File: src/rtl/pulse_seq_pkg.sv
`default_nettype none
// ============================================================================
// Module      : pulse_seq_pkg
// Description : Shared constants for the pulse-train detector. It holds the
//               one-hot state codes, the state width and the counter-width
//               helper.
// Revision    : 1.0 - initial release
// ============================================================================
package pulse_seq_pkg;

    localparam int unsigned STATE_W = 4;

    // One-hot state codes; any other pattern is treated as illegal
    localparam logic [STATE_W-1:0] ST_IDLE  = 4'b1000;
    localparam logic [STATE_W-1:0] ST_START = 4'b0100;
    localparam logic [STATE_W-1:0] ST_STOP  = 4'b0010;
    localparam logic [STATE_W-1:0] ST_CLEAR = 4'b0001;

    // Bits needed to hold the values 0..n, never less than one bit
    function automatic int unsigned cnt_width(input int unsigned n);
        int unsigned w;
        w = $clog2(n + 1);
        return (w < 1) ? 1 : w;
    endfunction

endpackage
`default_nettype wire

File: src/rtl/pulse_seq_chan.sv
`default_nettype none
// ============================================================================
// Module      : pulse_seq_chan
// Description : One detector channel. It contains the one-hot FSM, the pulse
//               counter and the STOP-phase timeout counter, and it registers
//               the busy, done and timeout outputs from next-state.
// Revision    : 1.0 - initial release
// ============================================================================
module pulse_seq_chan
    import pulse_seq_pkg::*;
#(
    parameter int unsigned PULSES  = 1,
    parameter int unsigned TIMEOUT = 16
) (
    input  logic clk,
    input  logic reset,        // synchronous, active-low
    input  logic en_i,
    input  logic a_i,
    output logic busy_o,
    output logic done_o,
    output logic timeout_o,
    output logic done_next_o   // done one cycle early, used for the aggregate
);

    localparam int unsigned PW = cnt_width(PULSES);
    localparam int unsigned TW = cnt_width(TIMEOUT);

    // When TIMEOUT is 0, TMAX wraps to all ones. tcnt then saturates
    // harmlessly and the timeout compare is disabled.
    localparam logic [PW-1:0] PMAX = PW'(PULSES);
    localparam logic [TW-1:0] TMAX = TW'(TIMEOUT - 1);

    logic [STATE_W-1:0] state_q, state_d;
    logic [PW-1:0]      pcnt_q, pcnt_d;
    logic [TW-1:0]      tcnt_q, tcnt_d;
    logic               busy_q, busy_d;
    logic               done_q, done_d;
    logic               timeout_q, timeout_d;

    // State, counters and outputs all load from their next-state values
    always_ff @(posedge clk) begin
        if (!reset) begin
            state_q   <= ST_IDLE;
            pcnt_q    <= '0;
            tcnt_q    <= '0;
            busy_q    <= 1'b0;
            done_q    <= 1'b0;
            timeout_q <= 1'b0;
        end else begin
            state_q   <= state_d;
            pcnt_q    <= pcnt_d;
            tcnt_q    <= tcnt_d;
            busy_q    <= busy_d;
            done_q    <= done_d;
            timeout_q <= timeout_d;
        end
    end

    // Next-state logic: a low enable overrides every state rule
    always_comb begin
        state_d   = state_q;
        pcnt_d    = pcnt_q;
        tcnt_d    = tcnt_q;
        timeout_d = 1'b0;
        if (!en_i) begin
            state_d = ST_IDLE;
            pcnt_d  = '0;
            tcnt_d  = '0;
        end else begin
            case (state_q)
                ST_IDLE: begin
                    pcnt_d = '0;
                    tcnt_d = '0;
                    if (a_i) state_d = ST_START;
                end
                ST_START: begin
                    if (!a_i) begin
                        state_d = ST_STOP;
                        tcnt_d  = '0;
                        if (pcnt_q != PMAX) pcnt_d = pcnt_q + PW'(1);
                    end
                end
                ST_STOP: begin
                    // A rising level wins over a coincident timeout
                    if (a_i) begin
                        state_d = (pcnt_q == PMAX) ? ST_CLEAR : ST_START;
                    end else if ((TIMEOUT != 0) && (tcnt_q == TMAX)) begin
                        state_d   = ST_IDLE;
                        pcnt_d    = '0;
                        tcnt_d    = '0;
                        timeout_d = 1'b1;
                    end else if (tcnt_q != TMAX) begin
                        tcnt_d = tcnt_q + TW'(1);
                    end
                end
                ST_CLEAR: begin
                    if (!a_i) begin
                        state_d = ST_IDLE;
                        pcnt_d  = '0;
                        tcnt_d  = '0;
                    end
                end
                default: begin
                    state_d = ST_IDLE;
                    pcnt_d  = '0;
                    tcnt_d  = '0;
                end
            endcase
        end
    end

    // Output decode from next-state so the registered flags track the state
    always_comb begin
        busy_d = (state_d == ST_START) || (state_d == ST_STOP);
        done_d = (state_d == ST_CLEAR);
    end

    assign busy_o      = busy_q;
    assign done_o      = done_q;
    assign timeout_o   = timeout_q;
    assign done_next_o = done_d;

endmodule
`default_nettype wire

File: src/rtl/pulse_seq_detector.sv
`default_nettype none
// ============================================================================
// Module      : pulse_seq_detector
// Description : Multi-channel pulse-train detector. It contains CHANNELS
//               independent detector channels and a registered aggregate
//               done output.
// Revision    : 1.0 - initial release
// ============================================================================
module pulse_seq_detector
    import pulse_seq_pkg::*;
#(
    parameter int unsigned CHANNELS = 4,
    parameter int unsigned PULSES   = 1,
    parameter int unsigned TIMEOUT  = 16
) (
    input  logic                clk,
    input  logic                reset,      // synchronous, active-low
    input  logic [CHANNELS-1:0] en_i,
    input  logic [CHANNELS-1:0] a_i,
    output logic [CHANNELS-1:0] busy_o,
    output logic [CHANNELS-1:0] done_o,
    output logic [CHANNELS-1:0] timeout_o,
    output logic                any_done_o
);

    logic [CHANNELS-1:0] done_next;
    logic                any_done_q;

    generate
        for (genvar gi = 0; gi < int'(CHANNELS); gi++) begin : g_chan
            pulse_seq_chan #(
                .PULSES  (PULSES),
                .TIMEOUT (TIMEOUT)
            ) u_chan (
                .clk         (clk),
                .reset       (reset),
                .en_i        (en_i[gi]),
                .a_i         (a_i[gi]),
                .busy_o      (busy_o[gi]),
                .done_o      (done_o[gi]),
                .timeout_o   (timeout_o[gi]),
                .done_next_o (done_next[gi])
            );
        end
    endgenerate

    // The aggregate is built from next-cycle done bits so it lines up with done
    always_ff @(posedge clk) begin
        if (!reset) any_done_q <= 1'b0;
        else        any_done_q <= |done_next;
    end

    assign any_done_o = any_done_q;

endmodule
`default_nettype wire
File: config.mk
export PLATFORM = sky130hd
export DESIGN_NAME = pulse_seq_detector
export DESIGN_NICKNAME = d
export VERILOG_FILES = /design/src/rtl/pulse_seq_pkg.sv /design/src/rtl/pulse_seq_chan.sv /design/src/rtl/pulse_seq_detector.sv
export SDC_FILE = /design/constraint.sdc
export NUM_CORES = 1
export LEC_CHECK = 0
export CORE_MARGIN = 4
export CORE_UTILIZATION = 54
export DETAILED_ROUTE_END_ITERATION = 7
export PLACE_DENSITY = 0.8
export SETUP_SLACK_MARGIN = 0.5
export SYNTH_ARGS = -nofsm -noshare
export SYNTH_HDL_FRONTEND = slang
export SYNTH_SLANG_ARGS = --single-unit
File: constraint.sdc
create_clock -name clk -period 2.1 [get_ports clk]
set_clock_uncertainty 0.05 [all_clocks]
set_input_delay 0.315 -clock clk [delete_from_list [all_inputs] [get_ports clk]]
set_output_delay 0.315 -clock clk [all_outputs]
set_load 0.01 [all_outputs]
==> results of run 1 <==
-- registers in the layout, indices dropped and copies added (netlist names) --
signal and count:
g_chan.u_chan.pcnt_q 4, g_chan.u_chan.timeout_o 4, g_chan.u_chan.tcnt_q 20, g_chan.u_chan.done_o 4
g_chan.u_chan.state_q 16, any_done_o 1, g_chan.u_chan.busy_o 4
-- metal layers --
layer | track usage | share of wire
met1 | 0.255 | 0.45
met5 | 0 | 0
met2 | 0.346 | 0.48
met4 | 0.119 | 0.031
met3 | 0.0463 | 0.042
-- cell families (layout without fill, tap and decap cells) --
family | Yosys count | in the layout | synth area share
mux | 1 | 1 | 0.00361
simple gates | 128 | 128 | 0.273
buf+inv | 40 | 77 | 0.0781
xor+xnor | 10 | 10 | 0.0316
fa+ha+maj | 4 | 4 | 0.0181
flops | 53 | 53 | 0.383
compound gates | 88 | 88 | 0.213
-- synth_stat cells (6+ instances only) --
cell type,count,share of area
nand3_1,14,0.025
o21ai_0,16,0.029
dfxtp_1,53,0.38
nand2_1,24,0.033
o2111a_1,6,0.024
nor3_1,9,0.016
nor2_1,26,0.035
clkbuf_1,14,0.019
or4b_1,6,0.022
a21oi_1,21,0.038
xor2_1,8,0.025
o21ai_1,8,0.014
buf_4,12,0.033
inv_1,7,0.0095
-- worst max-delay path by stage --
| stage | slack (ps) | end | from |
|---|---|---|---|
| after floorplan | 340 | g_chan[2].u_chan.tcnt_q[0] | g_chan[2].u_chan.state_q[0] |
| after global placement | 230 | g_chan[2].u_chan.tcnt_q[2] | a_i[2] |
| after detailed placement | 200 | g_chan[2].u_chan.tcnt_q[2] | a_i[2] |
| after CTS | 410 | g_chan[2].u_chan.tcnt_q[0] | g_chan[2].u_chan.state_q[2] |
| after global routing | 360 | g_chan[2].u_chan.tcnt_q[0] | g_chan[2].u_chan.state_q[3] |
| final | 400 | g_chan[2].u_chan.tcnt_q[2] | g_chan[2].u_chan.state_q[0] |
-- layout make-up --
class	count	area [µm²]	share of cell area
multi-input cells	231	1760	0.482
clock inverters	3	65.1	0.0178
repair buffers	62	541	0.148
flip-flops and latches	53	1100	0.303
inverters	7	26.3	0.00721
clock buffers	5	68.8	0.0189
well taps	67	83.8	0.0230
-- what timing repair did --
item	CTS	global route
pin swaps	7	16
cloned	0	1
resized for setup	28	51
hold buffers	0	0
buffers inserted	15	13
endpoints found under the setup margin	28	31
-- worst max-delay path: cells and delay by family (launching register included) --
kind,cells,cell delay [ps]
DFF,1,370
AOI/OAI and AO/OA,1,140
and+or+nand+nor,2,1080
-- report_power, final --
group	switching [mW]	leakage, nW	internal [mW]
clock	0.356	0.0681	0.474
combinational	0.110	0.824	0.104
sequential	0.0247	0.437	1.01
total	0.491	1.33	1.59
==> out/metrics.cfg, run 1 <==
[logic_synthesis]
async_flop_share = 0
ys_types = 57
syn_inst = 324
syn_avg_cell_area_um2 = 8.55
synth.yosys.seq_area_share = 0.383
syn_area_um2 = 2770
synth_nets = 338
ys_warn_count = 0
ys_ff_latch = 53
synth-main-ff-cell = dfxtp_1
synth-edff-count = 0

[final_layout]
final_layout_size_suffix_gt1_frac = 0.307
final_cells = 428
fillCellCount = 340
final_core_util = 0.752
n_antenna_cell = 0
syn_to_final_growth_pct = 31.6
final_area_um2 = 3650
layout_commonest_cell = dfxtp_1
layout_common_cells = 37 x dfxtp_1, 32 x buf_4, 24 x nand2_1
fin_nets = 374

[timing]
setup_tns_ps = 0
tightest_slew_ps = 535
timing.final.crit_share = 0.812
hold_viol = 0
final-setup-viol-count = 0
fin_crit_ps = 1700
maxSlewHeadroom = 0.639
rsz0062_at_grt = yes
fin_ws_ps = 395
fmax_ghz = 0.587
worst_hold_slack_ps = 405
slew_viol_final = 0

[setup_path]
worstPathArrival_ps = 1920
r2r_end = g_chan[2].u_chan.tcnt_q[2]
worst_setup_path_end_kind = flop
critPathMaxStageDelay_ps = 570
regToRegSetupSlack_ps = 400
crit_chain = or4b_4 > or4b_1 > a21oi_1
crit_type = flop to flop
worstPathRequired_ps = 2310
cp_max_fo = 7
start_kind = flop
crit_slowest_cell = or4b_4
r2r_cells = 3
worstReg2RegStart = g_chan[2].u_chan.state_q[0]

[global_route]
grt_max_degree = 17
grt_pass1_wl_um = 10600
grt_pass1_vias = 2356
grt.overflow.total = 0
antenna_found_initial = 0
gr-usage-all-layers = 0.211

[detailed_routing]
final_antenna_net_count = 0
vias_per_cell = 6.13
drt_iter0_drc = 143
drc_errors = 0
post_drt_wl_per_cell_um = 16.0
dr_total_vias = 2623
drtPass1Iterations = 4
drt_wl_total_um = 6860

[placed_design]
dp_hpwl_um = 3940
io_buffers = 22
dp_cells = 391
gpl.final_weighted_congestion = 0.822
place_worst_setup_slack_ps = 200
dpl_cell_area_um2 = 3000

[hold_path]
min_path_cells = 2
holdPathEnd = g_chan[3].u_chan.tcnt_q[4]
hold_class = flop to flop
hold_start = g_chan[3].u_chan.tcnt_q[4]

[clock_network]
clock_sinks = 53
cts_buffers = 5
clk_latency_ps = 320
cts_tree = yes
cts-root-buf = clkbuf_8
cts-htree-levels = 2
clkSlewWorstSetupHoldPaths_ps = 100
clock_path_buffers = 2

[die]
die_h_um = 79.6
die_w_um = 79.6
pin_count = 23
start_util = 0.572
core_area_um2 = 4850
fp.dieArea_um2 = 6340
placementRows = 25

[power]
power_density_nw_per_um2 = 571
leakage_nw = 1.33
power_mw = 2.08
peakVddDrop_uv = 449

[flow_run]
cap_violations = 0

[run_status]
status = finished clean

(Power assumes the default switching activity.)
==> inputs of run 2 (changes only) <==
Clock period 2.1 ns to 1.6 ns, I/O delays scaled along.
==> run 2 against run 1 <==
Setup slack worse by 570 ps. Die area did not move. Worst hold slack better by 26 ps. Register-to-register slack got worse by 570 ps. Global-route usage increased by 7.7 points. The run now ends with negative setup slack left. Largest power group unchanged. First-iteration DRC count grew 100%. Critical endpoint unchanged. Sequential power rose by 31%. Critical path type unchanged.
==> out/metrics.cfg, run 2 (synthesis results as in run 1) <==
[clock_network]
cts-root-buf = clkbuf_8
postCtsHoldBufs = 0
clk_latency_ps = 320
cts-htree-levels = 2
clock_sinks = 53
clkSlewWorstSetupHoldPaths_ps = 100
cts_buffers = 5
clock_path_buffers = 2
cts_tree = yes

[die]
pin_count = 23
start_util = 0.572
die_h_um = 79.6
fp.dieArea_um2 = 6340
die_w_um = 79.6
placementRows = 25
core_area_um2 = 4850

[global_route]
grt_pass1_vias = 2967
use_met3 = 0.0497
grt-busiest-layer = met2
grt.overflow.total = 0
gr-usage-all-layers = 0.288
use_met1 = 0.318
grt_pass1_wl_um = 14300
antenna_found_initial = 0
grt_max_degree = 16
met2_usage = 0.523

[detailed_routing]
vias_per_cell = 6.70
drc_errors = 0
drtPass1Iterations = 5
drt_wl_total_um = 10700
final_antenna_net_count = 0
post_drt_wl_per_cell_um = 22.4
dr_total_vias = 3195
drt_iter0_drc = 293

[setup_path]
worstReg2RegStart = g_chan[2].u_chan.state_q[2]
critPathMaxStageDelay_ps = 590
cp_common_cell = or4b_4
cp_top_family = simple AND/OR/NAND/NOR gates
crit_chain = or4b_4 > or4b_4 > a21oi_2
path_buf_inv = 0
regToRegSetupSlack_ps = -180
crit_slowest_cell = or4b_4
cp_max_fo = 6
r2r_end = g_chan[2].u_chan.tcnt_q[2]
worst_setup_path_end_kind = flop
worstPathRequired_ps = 1790
worstPathArrival_ps = 1970
r2r_cells = 3
crit_type = flop to flop
start_kind = flop

[final_layout]
largest_reg_flops = 20
layout_commonest_cell = buf_4
final_cells = 477
final_core_util = 0.910
reg.largest.list = g_chan.u_chan.tcnt_q x20, g_chan.u_chan.state_q x16
fin_nets = 423
top_register = g_chan.u_chan.tcnt_q
final_area_um2 = 4410
syn_to_final_growth_pct = 59.2
fillCellCount = 170
final_layout_size_suffix_gt1_frac = 0.563
n_antenna_cell = 0
layout_common_cells = 59 x buf_4, 30 x dfxtp_1, 21 x buf_6

[placed_design]
gpl.final_weighted_congestion = 0.886
place_worst_setup_slack_ps = -203
dp_cells = 434
io_buffers = 22
dpl_cell_area_um2 = 3520
dp_hpwl_um = 4870

[power]
leakage_nw = 1.65
power_density_nw_per_um2 = 620
peakVddDrop_uv = 458
power_mw = 2.74

[hold_path]
hold_class = flop to flop
hold_start = g_chan[3].u_chan.tcnt_q[4]
min_path_cells = 2
holdPathEnd = g_chan[3].u_chan.tcnt_q[4]

[timing]
setup_tns_ps = -1030
fin_ws_ps = -177
worst_hold_slack_ps = 431
timing.final.crit_share = 1.11
rsz0062_at_grt = yes
fin_crit_ps = 1780
hold_viol = 0
fmax_ghz = 0.563
final-setup-viol-count = 16
slew_viol_final = 0
maxSlewHeadroom = 0.664
tightest_slew_ps = 503

[flow_run]
cap_violations = 0

[run_status]
status = complete, but fails checks
violations = negative setup slack

-- run 2: cell types whose count changed in the layout (fill, tap and decap cells not counted), moves of 11 or more --
cell,before,now
buf_4,32,59
buf_2,1,17
buf_6,6,21
clkdlybuf4s50_1,21,8
a21oi_1,18,7
a21oi_2,3,14
-- run 2: worst max-delay path by stage --
stage,end,slack (ps),from,cells after the start
2_1_floorplan,g_chan[2].u_chan.tcnt_q[0],-150,g_chan[2].u_chan.state_q[0],6
3_3_place_gp,any_done_o,-210,reset,6
3_5_place_dp,g_chan[2].u_chan.tcnt_q[2],-200,a_i[2],6
4_1_cts,g_chan[2].u_chan.tcnt_q[2],-100,g_chan[2].u_chan.state_q[0],3
5_1_grt,g_chan[2].u_chan.tcnt_q[2],-200,g_chan[2].u_chan.state_q[2],3
6_report,g_chan[2].u_chan.tcnt_q[2],-180,g_chan[2].u_chan.state_q[2],3
-- run 2: where the power goes --
part	total (mW)	switching, mW	internal (mW)
Clock	0.993	0.481	0.512
Sequential	1.36	0.0290	1.33
Combinational	0.382	0.204	0.178
-- run 2: per-layer routing --
| layer | part of all wire | vias to the layer above |
|---|---|---|
| li1 | - | 1357 |
| met1 | 0.38 | 1544 |
| met2 | 0.50 | 225 |
| met3 | 0.070 | 69 |
| met4 | 0.058 | 0 |
| met5 | 0 | - |
-- run 2: cell type report --
class | count | area, µm² | area share
clock buffer | 7 | 86.3 | 0.0196
clock inverter | 1 | 30.0 | 0.00681
inverter | 7 | 26.3 | 0.00596
multi-input combinational | 232 | 2150 | 0.487
sequential | 53 | 1110 | 0.251
tap | 67 | 83.8 | 0.0190
timing repair buffer | 110 | 928 | 0.210
-- run 2: repair_timing --
action                                  in CTS  in global routing
buffers inserted                            23                  9
endpoints found under the setup margin      66                 54
gates cloned                                 3                  0
gates resized for setup                    144                 52
pin swaps                                   36                 33
-- run 2: tightest hold or removal path, delay by kind of cell (launching register included) --
kind	cells	cell delay, ps
AOI/OAI and AO/OA	1	30
DFF	1	340
and+or+nand+nor	1	80
==> patch 1 (flow settings as in run 1) <==
Reset style: asynchronous (`reset`), changed in 2 clocked blocks.
--- a/src/rtl/pulse_seq_chan.sv
+++ b/src/rtl/pulse_seq_chan.sv
@@ -39,5 +39,5 @@
 
     // State, counters and outputs all load from their next-state values
-    always_ff @(posedge clk) begin
+    always_ff @(posedge clk or negedge reset) begin
         if (!reset) begin
             state_q   <= ST_IDLE;
--- a/src/rtl/pulse_seq_detector.sv
+++ b/src/rtl/pulse_seq_detector.sv
@@ -46,5 +46,5 @@
 
     // The aggregate is built from next-cycle done bits so it lines up with done
-    always_ff @(posedge clk) begin
+    always_ff @(posedge clk or negedge reset) begin
         if (!reset) any_done_q <= 1'b0;
         else        any_done_q <= |done_next;
Formal check against the unedited RTL: differs if reset is asserted again (counterexample within 4 cycles, from zero or initial values and one cycle with reset low); with reset held inactive, the same outputs for 10 cycles.
==> patch 1 against run 1 <==
Via count is 1.8% higher; non-clock buffer count is 16 higher; first-iteration DRC count is 19% lower; critical path type unchanged; final area is 9.5% higher; routed wire length is 7.7% higher; total power is 1.8% higher; critical path depth is 1 higher; area after synthesis is 13% higher; hold slack worse by 0.14 ns; sequential cell count stayed put; synthesized cell count is 3.7% lower; worst setup slack better by 0.030 ns.
==> patch 1: results (changes against run 1) <==
Status - finished clean (unchanged)
Asr flop ratio synth - 1.00 (was 0)
Crit. Startpoint - g_chan[0].u_chan.state_q[2]$_DFF_PN0_ (was g_chan[2].u_chan.state_q[0]$_SDFF_PN0_)
Pin count of the biggest net entering global routing - 23 (was 17)
Share of layout cells above drive strength 1 - 0.349 (was 0.307)
Synth Area in Compound Gates - 0.186 (was 0.213)
Fin cells - 442 (was 428)
Synth unique cells - 65 (was 57)
Worst VDD drop - 0.404 mV (was 0.449 mV)
Peak fanout along the critical path - 6 (was 7)
Number of global-route vias before repair - 2487 (was 2356)
Drt wl/cell - 16.7 um (was 16.0 um)
CTS Hold Buffers Added - 1 (was 0)
Initial DRT Pass Iterations - 5 (was 4)
DP Area - 3290 um^2 (was 3000 um^2)
Most used flip-flop cell after synthesis - dfrtp_1 (was dfxtp_1)
Mux share of post-synthesis cell area - 0.0163 (was 0.00361)
Syn_nets - 326 (was 338)
GP Congestion - 0.896 (was 0.822)
First-pass GRT wire length - 11.0 mm (was 10.6 mm)
Adder-cell share of the synthesized area - 0.0159 (was 0.0181)
Post-Place Worst Slack - 0.126 ns (was 0.200 ns)
Synth area leaders - dfrtp_1 (39%), o21ai_0 (3.8%), nor2b_1 (3.4%) (was dfxtp_1 (38%), a21oi_1 (3.8%), nor2_1 (3.5%))
Worst hold margin - 0.261 ns (was 0.405 ns)
WHS Endpoint - g_chan[3].u_chan.state_q[3]$_DFF_PN1_ (was g_chan[3].u_chan.tcnt_q[4]$_SDFFE_PN0P_)
Delay-heaviest family, CP - flip-flops (was simple AND/OR/NAND/NOR gates)
Post-CTS setup buffer count - 20 (was 15)
R2r worst-path depth - 4 (was 3)
HP Class - input port to register (was register to register)
Placed cells - 384 (was 391)
Cell area after layout - 3990 um^2 (was 3650 um^2)
Post-synthesis sequential area ratio - 0.424 (was 0.383)
Fin crit period - 1.67 ns (was 1.70 ns)
Worst Path Arrival - 1.81 ns (was 1.92 ns)
Slew HR - 0.683 (was 0.639)
XOR/XNOR share of the synthesized area - 0.0251 (was 0.0316)
Via count - 2671 (was 2623)
==> patch 1: cell count changes after synthesis, sizes merged, moves of 6 or more <==
cell           run 1  this run
o2111a             6         0
buf               19        27
nand2             24        17
nor2              26        13
clkbuf            14         3
dfrtp              0        49
a22o               0         7
nor2b              6        18
dfxtp             53         0
nor3b              1         7
a21oi             21         4
==> patch 1: power by group through the flow <==
stage	combinational, mW	clock, mW	sequential [mW]
floorplan	0.255	0	1.10
global placement	0.262	0	1.16
detailed placement	0.267	0	1.16
CTS	0.330	0.573	1.14
global route	0.447	0.622	1.14
finish	0.412	0.575	1.13
==> patch 1: cell families (layout without fill, tap and decap cells) <==
| logic type | Yosys count | in the layout |
|---|---|---|
| AO/OA/AOI/OAI | 81 | 83 |
| XOR/XNOR | 9 | 9 |
| adder cells (fa/ha/maj) | 4 | 4 |
| buffers and inverters | 42 | 98 |
| flip-flops | 53 | 53 |
| multiplexers | 5 | 5 |
| AND/OR/NAND/NOR | 118 | 118 |
==> patch 1: layout make-up <==
| type | count | area (um^2) |
|---|---|---|
| clock buffer | 5 | 68.8 |
| clock inverter | 3 | 17.5 |
| fill | 385 | 1580 |
| inverter | 12 | 45.0 |
| multi-input combinational | 219 | 1780 |
| sequential | 53 | 1350 |
| tap | 72 | 90.1 |
| timing repair buffer | 78 | 641 |
==> patch 1: metal layers <==
layer | routed length, um | GRT usage | part of all wire | up-vias
li1 | - | - | - | 1257
met1 | 3150 | 0.233 | 0.43 | 1340
met2 | 3880 | 0.316 | 0.53 | 70
met3 | 299 | 0.0334 | 0.040 | 4
met4 | 54 | 0.0526 | 0.0073 | 0
met5 | 0 | 0 | 0 | -
==> patch 2 (settings of run 1) <==
Made on the original files. `TIMEOUT` is set to 16 in 2 places; all go to 8.
--- a/src/rtl/pulse_seq_chan.sv
+++ b/src/rtl/pulse_seq_chan.sv
@@ -11,5 +11,5 @@
 #(
     parameter int unsigned PULSES  = 1,
-    parameter int unsigned TIMEOUT = 16
+    parameter int unsigned TIMEOUT = 8
 ) (
     input  logic clk,
--- a/src/rtl/pulse_seq_detector.sv
+++ b/src/rtl/pulse_seq_detector.sv
@@ -12,5 +12,5 @@
     parameter int unsigned CHANNELS = 4,
     parameter int unsigned PULSES   = 1,
-    parameter int unsigned TIMEOUT  = 16
+    parameter int unsigned TIMEOUT  = 8
 ) (
     input  logic                clk,
Function: no difference found for any inputs over 4 cycles, from zero or initial values and one cycle with reset low; that may be too few to reach the edited logic, so the function may still have changed.
==> patch 2 against run 1 <==
Utilization decreased by 3.4 points; critical endpoint is now g_chan[0].u_chan.state_q[2]$_SDFF_PN0_; area after synthesis down 2.1%; worst setup slack better by 0.044 ns; final area is 5.8% lower; non-clock buffer count rose by 4; total power is 17% lower; sequential cell count decreased by 4; routed wire length rose by 3.9%; largest cell class unchanged.
==> patch 2: results (changes against run 1) <==
Worst Path Arrival - 1.82 ns (was 1.92 ns)
Status - finished clean (unchanged)
Mux share of post-synthesis cell area - 0.00738 (was 0.00361)
Syn_nets - 327 (was 338)
Clock transition at path regs - 0.10 ns (about the same)
Share of layout cells above drive strength 1 - 0.296 (was 0.307)
Final net count - 369 (was 374)
Switching share of power - 0.261 (was 0.236)
Adder-cell share of the synthesized area - 0.0184 (was 0.0181)
XOR/XNOR share of the synthesized area - 0.0452 (was 0.0316)
Drt wl/cell - 16.9 um (was 16.0 um)
Worst VDD drop - 0.378 mV (was 0.449 mV)
Synth area leaders - dfxtp_1 (36%), buf_4 (4.4%), xor2_1 (3.6%) (was dfxtp_1 (38%), a21oi_1 (3.8%), nor2_1 (3.5%))
Synth Area in Compound Gates - 0.184 (was 0.213)
Remaining antenna violation count after routing - 0 (unchanged)
Final HPWL DP - 4.02 mm (was 3.94 mm)
First-pass GRT wire length - 10.6 mm (about the same)
Number of global-route vias before repair - 2379 (was 2356)
Initial DRC Count - 256 (was 143)
HP Class - input port to register (was register to register)
Synth unique cells - 60 (was 57)
DP Area - 2960 um^2 (was 3000 um^2)
GR Util All Layers - 0.209 (was 0.211)
Most used flip-flop cell after synthesis - dfxtp_1 (unchanged)
Static Leakage - 1.32 nW (was 1.33 nW)
GP Congestion - 0.899 (was 0.822)
R2R Setup Slk - 0.44 ns (was 0.40 ns)
Measured slew at the worst slew-check pin - 0.504 ns (was 0.535 ns)
Vias per inst - 5.93 (was 6.13)
Top flop regs - g_chan.u_chan.state_q (16), g_chan.u_chan.tcnt_q (16) (was g_chan.u_chan.tcnt_q (20), g_chan.u_chan.state_q (16))
Post-synthesis sequential area ratio - 0.361 (was 0.383)
Pin count of the biggest net entering global routing - 15 (was 17)
Post-synth top cells - dfxtp_1 (49), nand2_1 (21), nor2_1 (20) (was dfxtp_1 (53), nor2_1 (26), nand2_1 (24))
## patch 2: logic make-up (layout without fill, tap and decap cells)
kind of cell             Yosys count  after routing
XOR/XNOR                          14             14
adder cells (fa/ha/maj)            4              4
flip-flops                        49             49
AO/OA/AOI/OAI                     73             73
buffers and inverters             43             85
multiplexers                       2              2
AND/OR/NAND/NOR                  128            128
## patch 2: worst paths after layout
kind / startpoint / endpoint / cells past startpoint
setup / recovery: g_chan[0].u_chan.state_q[2]$_SDFF_PN0_ / g_chan[0].u_chan.state_q[2]$_SDFF_PN0_ / 5
hold / removal: a_i[0] / g_chan[0].u_chan.state_q[1]$_SDFF_PN0_ / 2
setup reg to reg: g_chan[0].u_chan.state_q[2]$_SDFF_PN0_ / g_chan[0].u_chan.state_q[2]$_SDFF_PN0_ / 5
hold reg to reg: g_chan[2].u_chan.tcnt_q[1]$_SDFFE_PN0P_ / g_chan[2].u_chan.tcnt_q[1]$_SDFFE_PN0P_ / 2
## patch 2: power by group through the flow
stage,Combinational [mW],Sequential (mW),Clock [mW]
detailed placement,0.136,0.986,0
global route,0.175,0.962,0.626
finish,0.163,0.959,0.598
CTS,0.144,0.959,0.597
floorplan,0.0994,0.971,0
global placement,0.134,0.985,0
## patch 2: stage by stage
stage / setup slack [ns] / instances / power [mW] / hold WS [ns] / utilization
final: 0.439 / 422 / 1.72 / 0.282 / 0.718
after global routing: 0.418 / 422 / 1.76 / 0.312 / 0.718
after CTS: 0.484 / 409 / 1.70 / 0.429 / 0.674
after detailed placement: 0.0142 / 391 / 1.12 / 0.417 / 0.619
after global placement: 0.0473 / 391 / 1.12 / 0.405 / 0.619
after floorplan: 0.508 / 313 / 1.07 / 0.342 / -
## patch 2: area by class of cell
class	count	area, um^2
clock inverters	1	7.51
clock buffers	6	82.6
fillers	348	1350
multi-input cells	221	1620
flip-flops and latches	49	1030
inverters	12	45.0
repair buffers	66	571
well taps	67	83.8
## patch 2: what timing repair did
action	CTS	global route
hold endpoints to repair	0	0
pin swaps	4	13
resized for setup	38	32
setup buffers	11	13
endpoints found under the setup margin	23	22
## patch 2: metal layers
metal | track usage | wire (um) | up-vias
met2 | 0.374 | 3760 | 85
met3 | 0.0317 | 291 | 16
met1 | 0.245 | 2940 | 1196
li1 | - | - | 1207
met4 | 0.0997 | 138 | 0
met5 | 0 | 0 | -
## patch 2: worst max-delay path, cell delays in order (launching register included)
cell and delay, ns:
dfxtp_2 0.42, buf_4 0.19, xnor2_1 0.11, a211oi_2 0.36, o21ai_1 0.16, nor4_1 0.26
